--- config.mk ---
export PLATFORM = sky130hd
export DESIGN_NAME = dmem_arbiter
export DESIGN_NICKNAME = d
export VERILOG_FILES = /design/src/rtl/tinker_mem_pkg.sv /design/src/rtl/rr_arb2.sv /design/src/rtl/dmem_arbiter.sv
export SDC_FILE = /design/constraint.sdc
export NUM_CORES = 1
export LEC_CHECK = 0
export ABC_AREA = 1
export BUFFER_PORTS_ARGS = -buffer_cell sky130_fd_sc_hd__buf_2
export CORE_AREA = 2 2 205 207
export CTS_CLUSTER_SIZE = 25
export DETAILED_ROUTE_END_ITERATION = 10
export DIE_AREA = 0 0 207 209
export MAX_ROUTING_LAYER = met4
export PLACE_DENSITY_LB_ADDON = 0.1
export REMOVE_ABC_BUFFERS = 1
export SYNTH_ARGS = -nofsm -noshare
export SYNTH_HDL_FRONTEND = slang
export SYNTH_SLANG_ARGS = --single-unit
export TNS_END_PERCENT = 30
--- constraint.sdc ---
create_clock -name clk -period 7.1 [get_ports clk]
set_input_delay 0.355 -clock clk [delete_from_list [all_inputs] [get_ports clk]]
set_output_delay 0.355 -clock clk [all_outputs]
set_load 0.01 [all_outputs]
--- src/rtl/tinker_mem_pkg.sv ---
// Shared definitions for the data-memory arbiter: FSM encoding, memory geometry, port ids.
package tinker_mem_pkg;

    typedef enum logic [1:0] {
        StIdle  = 2'd0,
        StSetup = 2'd1,
        StWrite = 2'd2,
        StHold  = 2'd3
    } state_e;

    localparam int unsigned MEM_AW    = 9;
    localparam int unsigned MEM_DEPTH = 1 << MEM_AW;

    localparam logic PORT_CORE = 1'b0;
    localparam logic PORT_LOAD = 1'b1;

endpackage

--- src/rtl/rr_arb2.sv ---
// Two-input round-robin picker. On a tie the port that did not win last time is chosen.
// last_grant resets to PORT_LOAD so that PORT_CORE wins the first tie.
module rr_arb2
    import tinker_mem_pkg::*;
(
    input  logic clk_i,
    input  logic rst_i,
    input  logic req0_i,
    input  logic req1_i,
    input  logic upd_i,
    output logic valid_o,
    output logic pick_o
);

    logic last_q, last_d;

    // Pick a winner and compute the next last_grant value.
    always_comb begin
        valid_o = req0_i | req1_i;
        if (req0_i && req1_i) begin
            pick_o = ~last_q;
        end else if (req1_i) begin
            pick_o = PORT_LOAD;
        end else begin
            pick_o = PORT_CORE;
        end
        last_d = upd_i ? pick_o : last_q;
    end

    // last_grant register.
    always_ff @(posedge clk_i or posedge rst_i) begin
        if (rst_i) begin
            last_q <= PORT_LOAD;
        end else begin
            last_q <= last_d;
        end
    end

endmodule

--- src/rtl/dmem_arbiter.sv ---
// Two-port sequencer/arbiter in front of the 512x64 data memory.
// Address and write data are registered; the write enable is open for exactly one cycle
// (StWrite), one cycle after the address became stable, and decodes straight from the state
// register so an asynchronous reset drops it immediately.
// Optional: define DMEM_ADDR_CHECK_EN to reject addresses with bits set at or above MEM_AW.
module dmem_arbiter #(
    parameter int unsigned ADDR_W = 64,
    parameter int unsigned DATA_W = 64,
    parameter int unsigned MEM_AW = tinker_mem_pkg::MEM_AW
) (
    input  logic              clk,
    input  logic              reset,
    input  logic              req0,
    input  logic              req1,
    input  logic              we0,
    input  logic              we1,
    input  logic [ADDR_W-1:0] addr0,
    input  logic [ADDR_W-1:0] addr1,
    input  logic [DATA_W-1:0] wdata0,
    input  logic [DATA_W-1:0] wdata1,
    output logic              gnt0,
    output logic              gnt1,
    output logic              done0,
    output logic              done1,
    output logic              err0,
    output logic              err1,
    output logic [DATA_W-1:0] rdata,
    output logic              mem_en,
    output logic [ADDR_W-1:0] mem_addr,
    output logic [DATA_W-1:0] mem_in,
    input  logic [DATA_W-1:0] mem_out
);
    import tinker_mem_pkg::*;

    if (MEM_AW == 0 || MEM_AW >= ADDR_W) begin : g_cfg_check
        $error("dmem_arbiter: MEM_AW must be in 1..ADDR_W-1");
    end

    state_e            state_q, state_d;
    logic              port_q, port_d;
    logic              we_q, we_d;
    logic [ADDR_W-1:0] addr_q, addr_d;
    logic [DATA_W-1:0] wdata_q, wdata_d;
    logic [DATA_W-1:0] rdata_q, rdata_d;
    logic [1:0]        done_q, done_d;

    logic              arb_valid, arb_pick, arb_upd;
    logic [ADDR_W-1:0] sel_addr;

`ifdef DMEM_ADDR_CHECK_EN
    logic              bad_q, bad_d;
    logic [1:0]        err_q, err_d;
`endif

    rr_arb2 u_arb (
        .clk_i   (clk),
        .rst_i   (reset),
        .req0_i  (req0),
        .req1_i  (req1),
        .upd_i   (arb_upd),
        .valid_o (arb_valid),
        .pick_o  (arb_pick)
    );

    assign sel_addr = (arb_pick == PORT_LOAD) ? addr1 : addr0;

    // Next-state logic: accept in idle, then sequence setup -> (write -> hold) -> idle.
    always_comb begin
        state_d = state_q;
        port_d  = port_q;
        we_d    = we_q;
        addr_d  = addr_q;
        wdata_d = wdata_q;
        rdata_d = rdata_q;
        done_d  = '0;
        arb_upd = 1'b0;
`ifdef DMEM_ADDR_CHECK_EN
        bad_d   = bad_q;
        err_d   = '0;
`endif
        unique case (state_q)
            StIdle: begin
                if (arb_valid) begin
                    arb_upd = 1'b1;
                    port_d  = arb_pick;
                    we_d    = (arb_pick == PORT_LOAD) ? we1 : we0;
                    addr_d  = sel_addr;
                    wdata_d = (arb_pick == PORT_LOAD) ? wdata1 : wdata0;
`ifdef DMEM_ADDR_CHECK_EN
                    bad_d   = (sel_addr >> MEM_AW) != '0;
`endif
                    state_d = StSetup;
                end
            end
            StSetup: begin
`ifdef DMEM_ADDR_CHECK_EN
                if (bad_q) begin
                    // Out-of-range: finish like a read, never open the write window.
                    rdata_d        = '0;
                    done_d[port_q] = 1'b1;
                    err_d[port_q]  = 1'b1;
                    state_d        = StIdle;
                end else
`endif
                if (we_q) begin
                    state_d = StWrite;
                end else begin
                    rdata_d        = mem_out;
                    done_d[port_q] = 1'b1;
                    state_d        = StIdle;
                end
            end
            StWrite: begin
                done_d[port_q] = 1'b1;
                state_d        = StHold;
            end
            StHold: begin
                state_d = StIdle;
            end
            default: begin
                state_d = StIdle;
            end
        endcase
    end

    // State and datapath registers.
    always_ff @(posedge clk or posedge reset) begin
        if (reset) begin
            state_q <= StIdle;
            port_q  <= PORT_CORE;
            we_q    <= 1'b0;
            addr_q  <= '0;
            wdata_q <= '0;
            rdata_q <= '0;
            done_q  <= '0;
`ifdef DMEM_ADDR_CHECK_EN
            bad_q   <= 1'b0;
            err_q   <= '0;
`endif
        end else begin
            state_q <= state_d;
            port_q  <= port_d;
            we_q    <= we_d;
            addr_q  <= addr_d;
            wdata_q <= wdata_d;
            rdata_q <= rdata_d;
            done_q  <= done_d;
`ifdef DMEM_ADDR_CHECK_EN
            bad_q   <= bad_d;
            err_q   <= err_d;
`endif
        end
    end

    // Output decode.
    always_comb begin
        gnt0     = (state_q == StSetup) && (port_q == PORT_CORE);
        gnt1     = (state_q == StSetup) && (port_q == PORT_LOAD);
        mem_en   = (state_q == StWrite);
        done0    = done_q[0];
        done1    = done_q[1];
        rdata    = rdata_q;
        mem_addr = addr_q;
        mem_in   = wdata_q;
`ifdef DMEM_ADDR_CHECK_EN
        err0     = err_q[0];
        err1     = err_q[1];
`else
        err0     = 1'b0;
        err1     = 1'b0;
`endif
    end

endmodule

# After elaboration in Yosys (flattened, before gate mapping)
# Cells that the tools add are included.
[word_totals]
regBits = 199
latch_bits = 0
mem_bits_rw = 0
romBits = 0
input_bits = 326
out_inout_bits = 199
wordCells = 39
memories = 0
[classes]
addsub = 0
mul = 0
div = 0
magnitude_cmp = 2
n_eq_ne = 4
n_shift = 0
muxes = 14
bitwise_logic = 4
reduce_logical = 7
[op_table]
columns = ["operator", "n"]
rows = [
  ["64-bit two-way mux", 2],
  ["2-bit case mux with 4 select lines", 1],
  ["1-bit two-way mux", 6],
  ["2-bit two-way mux", 3],
  ["2-bit == test, second input constant", 2],
  ["1-bit logical AND", 4],
  ["2-bit case mux with 2 select lines", 1],
  ["2-bit AND reduction", 2],
  ["1-bit NOT", 3],
  ["2-bit by 1-bit == test with 1-bit output, second input constant", 1],
  ["2-bit logical NOT", 1],
  ["1-bit by 2-bit < comparator with 1-bit output, second input constant", 1],
  ["2-bit inequality test, second input constant", 1],
  ["1-bit demux with 1-bit select", 1],
  ["1-bit >= comparator, second input constant", 1],
  ["1-bit bitwise OR", 1],
]

# Logic depth before layout (Yosys ltp)
[depth]
word_depth = 6
depth_mapped = 9
mapped_depth_nobuf = 7

# By module
# Synthesis repeated with hierarchy kept, for this count alone.
[hier_totals]
hier_cells = 1289
hier_area_um2 = 9306.4
[by_module_without_submodules]
columns = ["module", "n_inst", "cells_per_inst", "area_per_inst_um2", "seq_area_each_um2"]
rows = [
  ["dmem_arbiter", 1, 1280, 9242.6, 4954.8],
  ["rr_arb2", 1, 9, 63.8, 26.3],
]

# Worst setup path after synthesis
# OpenSTA, ideal clock, no wires.
[synth_path]
path_kind = "register -> register"
startpoint = "register state_q[0]"
endpoint = "register addr_q[0] (netlist: mem_addr[0])"
setup_ps = 117
arrival_time_ps = 1365
required_time_ps = 6983
setup_slack_ps = 5617
stages_incl_launch_ff = 10
n_path_buf = 2
synth_period_minus_slack_ps = 1483
path_cell_list = "dfrtp_1 > inv_1 > ha_1 > inv_1 > nor2_4 > inv_2 > buf_4 > buf_2 > nand2_1 > nand2_1"
[synth_between]
elab_chain_len = 2
[synth_lines]
columns = ["element", "line", "source"]
rows = [
  ["start, declared", "dmem_arbiter.sv:39", "state_e state_q, state_d;"],
  ["start signal, assigned", "dmem_arbiter.sv:129", "state_q <= StIdle;"],
  ["start signal, assigned", "dmem_arbiter.sv:141", "state_q <= state_d;"],
  ["2-bit logical NOT", "dmem_arbiter.sv:81", "unique case (state_q)"],
  ["2-bit AND reduction (no line)", "n/a", ""],
  ["end signal, assigned", "dmem_arbiter.sv:144", "addr_q <= addr_d;"],
  ["end, declared", "dmem_arbiter.sv:42", "logic [ADDR_W-1:0] addr_q, addr_d;"],
]
# Every way passes these cells.
# A chain may end at the register's enable or synchronous reset.

# Worst setup path in the final report
[layout_path]
startpoint = "register state_q[0]"
endpoint = "register wdata_q[44] (netlist: mem_in[44])"
[layout_between]
elab_chain_len = 2
[layout_lines]
columns = ["element", "line", "source"]
rows = [
  ["2-bit logical NOT", "dmem_arbiter.sv:81", ""],
  ["2-bit AND reduction (no line)", "n/a", ""],
  ["end signal, assigned", "dmem_arbiter.sv:145", "wdata_q <= wdata_d;"],
  ["end, declared", "dmem_arbiter.sv:43", "logic [DATA_W-1:0] wdata_q, wdata_d;"],
]
# Every way passes these cells.

==> metrics.md <==
| Metric | Value |
|---|---|
| FP Rows | `75` |
| Vias in the first global route | `10300` |
| Share of cells above drive strength 1 | `30.2%` |
| Gr usage total | `18.7%` |
| Crit. End Element | `flop` |
| Register area | `4980 um2` |
| Worst r2r src | `state_q[0]` |
| Met1 Wirelength | `16800 um` |
| Mapped Area | `10100 um2` |
| Tmin final | `2950 ps` |
| Die Wd | `207 um` |
| WL/cell | `16.1 um` |
| Worst slew pin tran | `1140 ps` |
| Antenna violations before repair | `13` |
| Final max-slew violation count | `0` |
| 1st-pass router iterations | `5` |
| Synth Register Bits | `199` |
| Postcts setup bufs | `0` |
| H-tree Lvls | `4` |
| Clock Skews | `14.6 ps` |
| Met2 wire length | `18900 um` |
| Iter 0 DRT Violations | `584` |
| GRT Residual Overflow | `0` |
| Cell area after placement | `13000 um2` |
| Vias per cell | `4.20` |
| Max-Cap Viols | `0` |
| CP Launch Type | `flop` |
| Status | `finished, final reports clean` |
| Die ar. | `43300 um2` |
| Slew HR | `24.3%` |
| TritonCTS clock tree | `done` |
| RD Place Congestion | `0.782` |
| Worst-path clk slew | `80 ps` |
| CTS resizes | `0` |
| CTS hold repair buffers | `0` |
| IO buf count | `522` |
| Total power after layout | `5.52 mW` |
| Yosys top cell area share | `49.0%` |
| Post-synth top area cell | `dfrtp_1` |
| TNS Setup | `0 ps` |
| Syn Area/Cell | `7.13 um2` |
| Initial core utilization | `24.5%` |
| YS warnings | `0` |
| Final nets | `2216` |
| Highest routed layer | `met4` |
| Multi-input logic area | `3680 um2` |
| Fill count | `4666` |
| Maximum resistive drop on vdd | `156 uV` |
| Largest net degree at the start of global routing | `123` |
| Unrepaired setup endpoints after global routing | `no` |
| Clk_lat worst skew | `450 ps` |
| Met3 routed WL | `3270 um` |
| First-pass GRT wire length | `60500 um` |
| Syn Inst Count | `1418` |
| PwrDens | `404 nW/um2` |
| HPWL after detailed placement | `28400 um` |
| DRT Wirelength | `39500 um` |
| Detail Route Antenna Nets | `0` |
| # clock sinks | `199` |
| Layout area overhead | `35.0%` |
| Setup violators final | `0` |
| Sequential share of the synthesized area | `49.2%` |
| Cell area after layout | `13700 um2` |
| Number of buffers created by CTS | `17` |
| Static leakage | `8.61 nW` |
| Final hold vios | `0` |
| Maximum clock path buffer count | `2` |
| Synth cell types | `15` |
| Worst Path Required | `7490 ps` |
| Worst Path Arrival | `3330 ps` |
| DR vias | `10300` |
| Root Buffer | `clkbuf_16` |
| Core area | `41300 um2` |
| # DRC | `0` |
| HP Class | `in2async` |
| Crit path from | `state_q[0]` |
| Critical Path Fanout Max | `81` |
| Tcrit/Tclk final | `41.5%` |
| Io pins | `525` |
| Most frequent cells in the layout | `nand2_1, buf_2, inv_1` |
| Leading cell type in the layout, fill and taps excluded | `nand2_1` |
| Max Freq | `0.339 GHz` |
| Die Height | `209 um` |
| Ranking of synthesized cells by area | `dfrtp_1, nand2_1, nand3_1, inv_1, buf_2` |
| Worst Setup Path Type | `reg2reg` |
==> layer usage <==
| metal | vias to the layer above | global-route usage (%) |
|---|---|---|
| li1 | 5145 | - |
| met1 | 4757 | 22.4 |
| met2 | 372 | 30.6 |
| met3 | 24 | 5.98 |
| met4 | 0 | 4.41 |
| met5 | - | - |
==> flip-flops by register name (all words and copies together) (netlist names), named ones only <==
register and flops:
done_q 2, mem_addr 64, mem_in 64, port_q 1, rdata 64, state_q 1, u_arb.last_q 1, we_q 1
==> where the power goes <==
| group | total, mW | switching [mW] | internal, mW |
|---|---|---|---|
| Clock | 1.01 | 0.461 | 0.549 |
| Combinational | 2.49 | 1.62 | 0.869 |
| Sequential | 2.02 | 0.312 | 1.71 |
==> cells in the mapped netlist <==
master and n:
dfstp_2 1, dfrtp_1 198, buf_4 27, inv_1 265
ha_1 6, o21ai_0 4, nand3_1 259, nor2_4 2
nor2_1 4, conb_1 1, inv_2 2, nand2_1 589
buf_2 46, nand3b_1 1, clkbuf_1 13
==> layout make-up <==
type | instances | share of cell area (%)
repair buffers | 532 | 19.7
clock buffers | 21 | 3.44
multi-input cells | 867 | 26.9
well taps | 539 | 4.94
flip-flops and latches | 199 | 36.5
diodes | 13 | 0.238
inverters | 267 | 7.41
clock inverters | 11 | 0.879
==> worst max-delay path: stages, from the launching register on <==
cell,delay (ps)
dfrtp_1,400
inv_1,120
ha_1,240
inv_1,100
nor2_4,40
buf_4,310
inv_4,520
buf_4,830
nand2_1,130
nand2_1,100
==> path summary, 6_finish.rpt <==
| kind | endpoint | slack, ps | depth (start not counted) |
|---|---|---|---|
| worst max register to register | mem_in[44] | 4150 | 9 |
| worst max-delay path | mem_in[44] | 4150 | 9 |
| max in group asynchronous | mem_addr[33] | 5730 | 3 |
| worst min register to register | rdata[1] | 470 | 2 |
| worst min-delay path | rdata[42] | 100 | 2 |
| min in group clk | rdata[24] | 110 | 3 |
==> kinds of logic after synthesis <==
kind of cell	synth area share, %
DFF	49.2
AOI/OAI and AO/OA	0.198
and+or+nand+nor	35.1
other	0.0371
buffers and inverters	14.7
adders and majority gates	0.742
==> per-stage QoR <==
step / hold slack [ps] / cells / utilization [%] / worst slack, ps
after floorplan: 444 / 1333 / - / 1320
after global placement: 448 / 2404 / 31.6 / 4100
after detailed placement: 453 / 2404 / 31.6 / 4060
after CTS: 73.3 / 2436 / 33.0 / 4050
after global routing: 86.7 / 2448 / 33.1 / 3820
final: 98.5 / 2449 / 33.1 / 4150
Note: power is estimated with default switching activity, not from simulation.
